<file path="src/rtl/pcie_rx_monitor_pkg.sv">
// Shared types for the PCIe RX monitor: FSM states, skid entry, register bank and its reset value.
package pcie_rx_monitor_pkg;

  typedef enum logic {
    IDLE = 1'b0,
    BODY = 1'b1
  } state_e;

  typedef struct packed {
    logic [63:0] data;
    logic [7:0]  keep;
    logic        last;
  } skid_entry_t;

  typedef struct packed {
    state_e      state;
    logic [10:0] cnt;
    logic [10:0] expected;
    logic        err;
    logic        stall;
    logic        dbg_valid;
    logic [63:0] dbg_payload;
  } pcie_rx_monitor_registers;

  localparam pcie_rx_monitor_registers pcie_rx_monitor_r_reset = '{
    state:       IDLE,
    cnt:         11'd0,
    expected:    11'd0,
    err:         1'b0,
    stall:       1'b0,
    dbg_valid:   1'b0,
    dbg_payload: 64'd0
  };

  // Beats a TLP should occupy on the 64-bit bus; a length field of 0 means 1024 DW.
  function automatic logic [10:0] expected_beats(input logic [9:0] len,
                                                 input logic       hdr4,
                                                 input logic       has_data);
    logic [10:0] len_dw;
    logic [10:0] total_dw;
    len_dw   = (len == 10'd0) ? 11'd1024 : {1'b0, len};
    total_dw = (hdr4 ? 11'd4 : 11'd3) + (has_data ? len_dw : 11'd0);
    return (total_dw + 11'd1) >> 1;
  endfunction

endpackage

</file>
<file path="src/rtl/pcie_skid2.sv">
// Two-entry valid/ready FIFO skid buffer; ready and valid decode straight from the occupancy register.
module pcie_skid2 #(
  parameter int W = 73
) (
  input  logic         clk_i,
  input  logic         rst_i,
  input  logic         in_valid_i,
  output logic         in_ready_o,
  input  logic [W-1:0] in_data_i,
  output logic         out_valid_o,
  input  logic         out_ready_i,
  output logic [W-1:0] out_data_o,
  output logic         full_o
);

  logic [W-1:0] mem_q [2];
  logic [1:0]   count_q, count_d;
  logic         wr_ptr_q, wr_ptr_d;
  logic         rd_ptr_q, rd_ptr_d;
  logic         push, pop;

  assign in_ready_o  = (count_q != 2'd2);
  assign out_valid_o = (count_q != 2'd0);
  assign full_o      = (count_q == 2'd2);
  assign out_data_o  = mem_q[rd_ptr_q];
  assign push        = in_valid_i & in_ready_o;
  assign pop         = out_valid_o & out_ready_i;

  always_comb begin
    count_d  = count_q + {1'b0, push} - {1'b0, pop};
    wr_ptr_d = push ? ~wr_ptr_q : wr_ptr_q;
    rd_ptr_d = pop  ? ~rd_ptr_q : rd_ptr_q;
  end

  always_ff @(posedge clk_i) begin
    if (rst_i) begin
      count_q  <= 2'd0;
      wr_ptr_q <= 1'b0;
      rd_ptr_q <= 1'b0;
    end else begin
      count_q  <= count_d;
      wr_ptr_q <= wr_ptr_d;
      rd_ptr_q <= rd_ptr_d;
    end
  end

  // Storage needs no reset: nothing is presented until count_q says so.
  always_ff @(posedge clk_i) begin
    if (push) mem_q[wr_ptr_q] <= in_data_i;
  end

endmodule

</file>
<file path="src/rtl/pcie_rx_monitor.sv">
// Completer-request pass-through with TLP length checking, debug header capture and DMA status nibble.
//   state | meaning
//   IDLE  | waiting for the first beat of a TLP
//   BODY  | inside a TLP, counting beats until last
module pcie_rx_monitor
  import pcie_rx_monitor_pkg::*;
#(
  parameter bit chk_en   = 1'b1,
  parameter bit dbg_last = 1'b0
) (
  input  logic        i_clk,
  input  logic        i_rst,
  input  logic        i_rx_valid,
  output logic        o_rx_ready,
  input  logic [63:0] i_rx_data,
  input  logic [7:0]  i_rx_keep,
  input  logic        i_rx_last,
  output logic        o_tx_valid,
  input  logic        i_tx_ready,
  output logic [63:0] o_tx_data,
  output logic [7:0]  o_tx_keep,
  output logic        o_tx_last,
  input  logic        i_err_clr,
  output logic [3:0]  o_dma_state,
  output logic        o_dbg_valid,
  output logic [63:0] o_dbg_payload
);

  pcie_rx_monitor_registers r_q, r_d;
  skid_entry_t in_ent, out_ent;
  logic        full;
  logic        in_acc;
  logic        new_err;
  logic        capture;
  logic [10:0] beats;
  logic [10:0] exp_now;

  assign in_ent = '{data: i_rx_data, keep: i_rx_keep, last: i_rx_last};

  pcie_skid2 #(.W($bits(skid_entry_t))) u_skid (
    .clk_i       (i_clk),
    .rst_i       (i_rst),
    .in_valid_i  (i_rx_valid),
    .in_ready_o  (o_rx_ready),
    .in_data_i   (in_ent),
    .out_valid_o (o_tx_valid),
    .out_ready_i (i_tx_ready),
    .out_data_o  (out_ent),
    .full_o      (full)
  );

  assign o_tx_data = out_ent.data;
  assign o_tx_keep = out_ent.keep;
  assign o_tx_last = out_ent.last;
  assign in_acc    = i_rx_valid & o_rx_ready;

  always_comb begin
    r_d       = r_q;
    r_d.dbg_valid = 1'b0;
    r_d.stall = o_tx_valid & ~i_tx_ready;
    new_err   = 1'b0;
    beats     = 11'd1;
    exp_now   = expected_beats(i_rx_data[9:0], i_rx_data[29], i_rx_data[30]);
    if (r_q.state == BODY) begin
      beats   = (r_q.cnt == 11'h7FF) ? r_q.cnt : r_q.cnt + 11'd1;
      exp_now = r_q.expected;
    end
    capture = dbg_last ? i_rx_last : (r_q.state == IDLE);

    if (in_acc) begin
      r_d.cnt      = beats;
      r_d.expected = exp_now;
      r_d.state    = i_rx_last ? IDLE : BODY;
      if (i_rx_last && chk_en && (beats != exp_now)) new_err = 1'b1;
      if (capture) begin
        r_d.dbg_valid   = 1'b1;
        r_d.dbg_payload = i_rx_data;
      end
    end

    // A fresh mismatch outranks a coincident clear so no error is ever lost.
    if (i_err_clr) r_d.err = 1'b0;
    if (new_err)   r_d.err = 1'b1;
  end

  always_ff @(posedge i_clk) begin
    if (i_rst) r_q <= pcie_rx_monitor_r_reset;
    else       r_q <= r_d;
  end

  assign o_dma_state   = {r_q.err, full, r_q.stall, (r_q.state == BODY)};
  assign o_dbg_valid   = r_q.dbg_valid;
  assign o_dbg_payload = r_q.dbg_payload;

endmodule

</file>
<file path="config.mk">
export PLATFORM = sky130hd
export DESIGN_NAME = pcie_rx_monitor
export DESIGN_NICKNAME = d
export VERILOG_FILES = /design/src/rtl/pcie_rx_monitor_pkg.sv /design/src/rtl/pcie_skid2.sv /design/src/rtl/pcie_rx_monitor.sv
export SDC_FILE = /design/constraint.sdc
export NUM_CORES = 1
export LEC_CHECK = 0
export ABC_CLOCK_PERIOD_IN_PS = 10600
export BUFFER_PORTS_ARGS = -buffer_cell sky130_fd_sc_hd__buf_4
export CAP_MARGIN = 20
export CORE_UTILIZATION = 40
export CTS_BUF_LIST = sky130_fd_sc_hd__clkbuf_4 sky130_fd_sc_hd__clkbuf_8
export DETAILED_ROUTE_END_ITERATION = 10
export GPL_TIMING_DRIVEN = 1
export SLEW_MARGIN = 20
export SYNTH_ARGS = -nofsm -noshare
export SYNTH_HDL_FRONTEND = slang
export SYNTH_SLANG_ARGS = --single-unit
</file>
<file path="constraint.sdc">
create_clock -name i_clk -period 10.6 [get_ports i_clk]
set_input_delay 0.53 -clock i_clk [delete_from_list [all_inputs] [get_ports i_clk]]
set_output_delay 0.53 -clock i_clk [all_outputs]
set_load 0.01 [all_outputs]
</file>
* Word-level counts from Yosys, hierarchy flattened
Memories as Yosys holds them, arrays and structs flattened. A register that Yosys moved wholly into a read port is not among the register bits. Index checks and enable logic that the tools add are counted. W data, S select, Z words.
Cells by class: $add $sub $neg 5, $mul 0, divide/modulo/power cells 0, order comparisons 0, equality and inequality tests 4, shifts and indexed selects 0, muxes and demuxes 16, bitwise logic cells 8, reduce and logical (&&, ||, !) cells 6
Operators with widths (count):
- $mux W65 | 1
- $mux W11 | 5
- $add A11 B1 Y11 const B | 2
- $add A3 B11 Y11 | 1
- $eq A11 B11 Y1 const B | 1
- $ne A11 B11 Y1 | 1
- $logic_not A10 Y1 | 1
- $mux W1 | 9
- $not A1 Y1 | 5
- $reduce_bool A2 Y1 | 2
- $and A1 B1 Y1 | 3
- $mux W3 | 1
- $add A2 B1 Y2 | 1
- $eq A2 B2 Y1 const B | 1
- $ne A2 B2 Y1 const B | 1
- $reduce_and A2 Y1 | 1
- $reduce_or A2 Y1 | 1
- $sub A2 B1 Y2 | 1
- $logic_and A1 B1 Y1 | 1
Storage, ports and cells: bits in registers 94, latch bits 0, bits in writable memories 146, memory bits (read-only) 0, input bits 78, output and inout port bits 144, logic and storage cells 50, memories kept 1
Memories:
- u_skid.mem_q | words 2, width 73, read ports 1, clocked after Yosys merged registers in 1, wr ports 1, RTL line pcie_skid2.sv:16 | logic [W-1:0] mem_q [2];

* Longest topological paths before layout
depth after elaboration 11, depth in mapped cells 10, gate-level depth less buffers 9

* Hierarchy
From an unflattened synthesis, not the netlist that was laid out.
Unflattened totals: cells, all modules 701, area, all modules 9720.6 um^2
By module, submodules not included:
- pcie_skid2 | instances 1, cells an instance 254, area an instance 5506.5 um^2, sequential area each 4484.3 um^2
- pcie_rx_monitor | instances 1, cells an instance 447, area an instance 4214.0 um^2, sequential area each 1801.7 um^2

* Worst setup path before layout
No wires, ideal clock.
path type input -> register, from in i_rx_valid, to mem u_skid.mem_q[0][0] (enable), library setup time 0.505 ns, arrival 4.046 ns, required time 10.095 ns, path slack 6.049 ns, stages 4, buffers on the path 2, path through nand2_1 > clkbuf_1 > buf_1 > nor2_1
Between the ends: word-level cells in the longest chain between the ends 3
Ends and longest elaborated chain:
- start, declared | RTL line pcie_rx_monitor.sv:13 | input logic i_rx_valid,
- $and A1 B1 Y1 | RTL line pcie_skid2.sv:26 | assign push = in_valid_i & in_ready_o;
- $mux W1 | RTL line pcie_skid2.sv:49 | if (push) mem_q[wr_ptr_q] <= in_data_i;
- $mux W1 (implied by the code) | RTL line pcie_skid2.sv:49
- end, declared | RTL line pcie_skid2.sv:16
Every way passes these cells.

==> impl_metrics.env <==
export IMPL_post_cts_setup_buffers=0
export IMPL_cp_max_fo=70
export IMPL_critPathRequiredTime_ns=10.07
export IMPL_port_buffers=221
export IMPL_synth_top_cell_area_share_pct=45.7
export IMPL_post_route_util_pct=50.7
export IMPL_cts_clk_slew_worst_paths_ns=0.06
export IMPL_skew_ns=0.0184
export IMPL_yosysTopAreaCell="edfxtp_1"
export IMPL_rows=56
export IMPL_mappedNetlistArea_um2=9600
export IMPL_dieArea_um2=24600
export IMPL_max_slew_worst_pin_slew_ns=1.07
export IMPL_insertion_delay_ns=0.53
export IMPL_outcome="complete, no violations"
export IMPL_hold_viol_final=0
export IMPL_wl_per_cell_um=18.0
export IMPL_grt_pass1_wl_mm=32.7
export IMPL_htree_levels=2
export IMPL_drc=0
export IMPL_path_cells="buf_4, mux2_2, buf_4"
export IMPL_synthDistinctLibCells=51
export IMPL_drive_gt1_share_pct=43.9
export IMPL_cp_common_cell="buf_4"
export IMPL_cp_start_kind="flop"
export IMPL_die_x_um=157
export IMPL_first_iter_violations=348
export IMPL_ant_nets=0
export IMPL_synth_edff_count=146
export IMPL_die_height_um=157
export IMPL_grt_util_all_layers_pct=17.2
export IMPL_seq_area_frac_synth_pct=65.5
export IMPL_clock_sinks=241
export IMPL_drv_slew=0
export IMPL_first_pass_iters=4
export IMPL_overflow=0
export IMPL_setup_viol=0
export IMPL_core_um2=23500
export IMPL_cp_slowest_cell="buf_4"
export IMPL_postCtsHoldBufs=0
export IMPL_synth_seq_cells=241
export IMPL_grt_start_max_net_pins=74
export IMPL_synth_flop_cell="edfxtp_1"
export IMPL_final_period_utilization_pct=26.6
export IMPL_num_fill_cells=2061
export IMPL_place_congestion=0.805
export IMPL_critPathMaxStageDelay_ns=0.73
export IMPL_root_buffer="clkbuf_8"
export IMPL_synth_area_top_cells="edfxtp_1, dfxtp_1, mux2_2"
export IMPL_p_leak_nw=4.70
export IMPL_relSlewSlack_pct=28.4
export IMPL_routed_via_density=4.99
export IMPL_ios=222
export IMPL_synth_top_cells_by_count="edfxtp_1, dfxtp_1, mux2_2"
export IMPL_clockBufferDepth=3
export IMPL_async_reset_ff_share_pct=0
export IMPL_netlist_instances=680
export IMPL_grt_pass1_vias=6158
export IMPL_initial_core_util_pct=40.9
export IMPL_fin_setup_tns_ns=0
export IMPL_rsz0062_at_grt="no"
export IMPL_crit_arrival_ns=2.29
export IMPL_fmax_mhz=355
export IMPL_nets=930
export IMPL_diodes=0
export IMPL_power_mw=2.73
export IMPL_power_density_nw_per_um2=230
export IMPL_endpoint_kind="output port"
export IMPL_yosysMostFrequentCell="edfxtp_1"
export IMPL_cts_tree="yes"
export IMPL_period_needed_ns=2.82
export IMPL_tritoncts_num_buffers=41
export IMPL_routed_wl_mm=21.5
export IMPL_vias=5967
export IMPL_postSynthAreaPerCell_um2=14.1
export IMPL_hpwl_mm=13.9
export IMPL_synthToLayoutAreaGrowth_pct=24.1
export IMPL_critPathKind="flop to output port"
export IMPL_synth_nets=764
export IMPL_vdd_drop_max_mv=0.0952
export IMPL_holdCritPathClass="input port to flop"
export IMPL_drv_cap=0
export IMPL_cts_resized=0
export IMPL_antenna_found_initial=0
export IMPL_ys_warn_count=0
## cell type report
type                            instances  area, um2  area share (%)
Multi-Input combinational cell        327       2650            22.2
Clock buffer                           64        774            6.50
Tap cell                              319        399            3.35
Timing Repair Buffer                  227       1720            14.5
Sequential cell                       241       6290            52.8
Inverter                                8       30.0           0.252
Clock inverter                          9       45.0           0.378
## worst max-delay path: cells and delay by family (launching register included)
family | cells | cell delay (ns)
buf+inv | 2 | 0.88
mux | 1 | 0.43
flops | 1 | 0.36
## placed cells by master (no fill, tap or decap), types with 12 or more instances in the layout
cell type / instances
buf_4: 226
edfxtp_1: 146
dfxtp_1: 94
mux2_2: 73
a22o_1: 69
clkbuf_8: 47
nand2_1: 19
xnor2_1: 18
nor2_1: 17
clkbuf_4: 17
a21oi_1: 14
o21ai_0: 14
nor3_1: 12
## through the flow
| step | std cells | worst slack, ns | cell area [um2] | hold WS, ns |
|---|---|---|---|---|
| after floorplan | 680 | 6.05 | 9600 | 0.423 |
| after global placement | 1121 | 7.71 | 11100 | 0.461 |
| after detailed placement | 1121 | 7.64 | 11100 | 0.443 |
| after CTS | 1194 | 7.75 | 11900 | 0.147 |
| after global routing | 1195 | 7.53 | 11900 | 0.150 |
| final | 1195 | 7.78 | 11900 | 0.185 |
## final timing paths
path	startpoint	end	slack (ns)	depth (start not counted)
hold reg to reg	o_dbg_payload[30]	o_dbg_payload[30]	0.46	2
setup reg to reg	u_skid.count_q[0]	o_dbg_payload[3]	7.80	7
setup / recovery	flop	o_tx_data[22]	7.78	3
hold / removal	i_tx_ready	o_dma_state[1]	0.18	2
## logic make-up after synthesis
family	share of synthesized area [%]
AO/OA/AOI/OAI	10.1
XOR/XNOR	2.28
adder cells (fa/ha/maj)	0.861
buffers and inverters	7.16
flip-flops	65.5
multiplexers	8.98
AND/OR/NAND/NOR	5.12
## report_power, final
| group | leakage (nW) | switching (mW) | internal, mW |
|---|---|---|---|
| registers | 2.14 | 0.0521 | 1.15 |
| clock network | 0.445 | 0.353 | 0.464 |
| logic | 2.11 | 0.358 | 0.356 |
## sequential cells by signal, indices dropped and copies added, names as in the netlist, named ones only
register,cells
u_skid.mem_q,146
o_dbg_payload,64
r_q,22
o_dma_state,3
u_skid.count_q,2
o_dbg_valid,1
u_skid.rd_ptr_q,1
u_skid.wr_ptr_q,1
## routing by layer
layer / routed length, um / vias up / global-route usage [%]
met2: 11000 / 169 / 30.2
met1: 8810 / 2945 / 20.2
li1: - / 2814 / -
met3: 1150 / 39 / 4.10
met5: 0 / - / 0
met4: 490 / 0 / 6.96
Power figures use the tool's default switching activity.
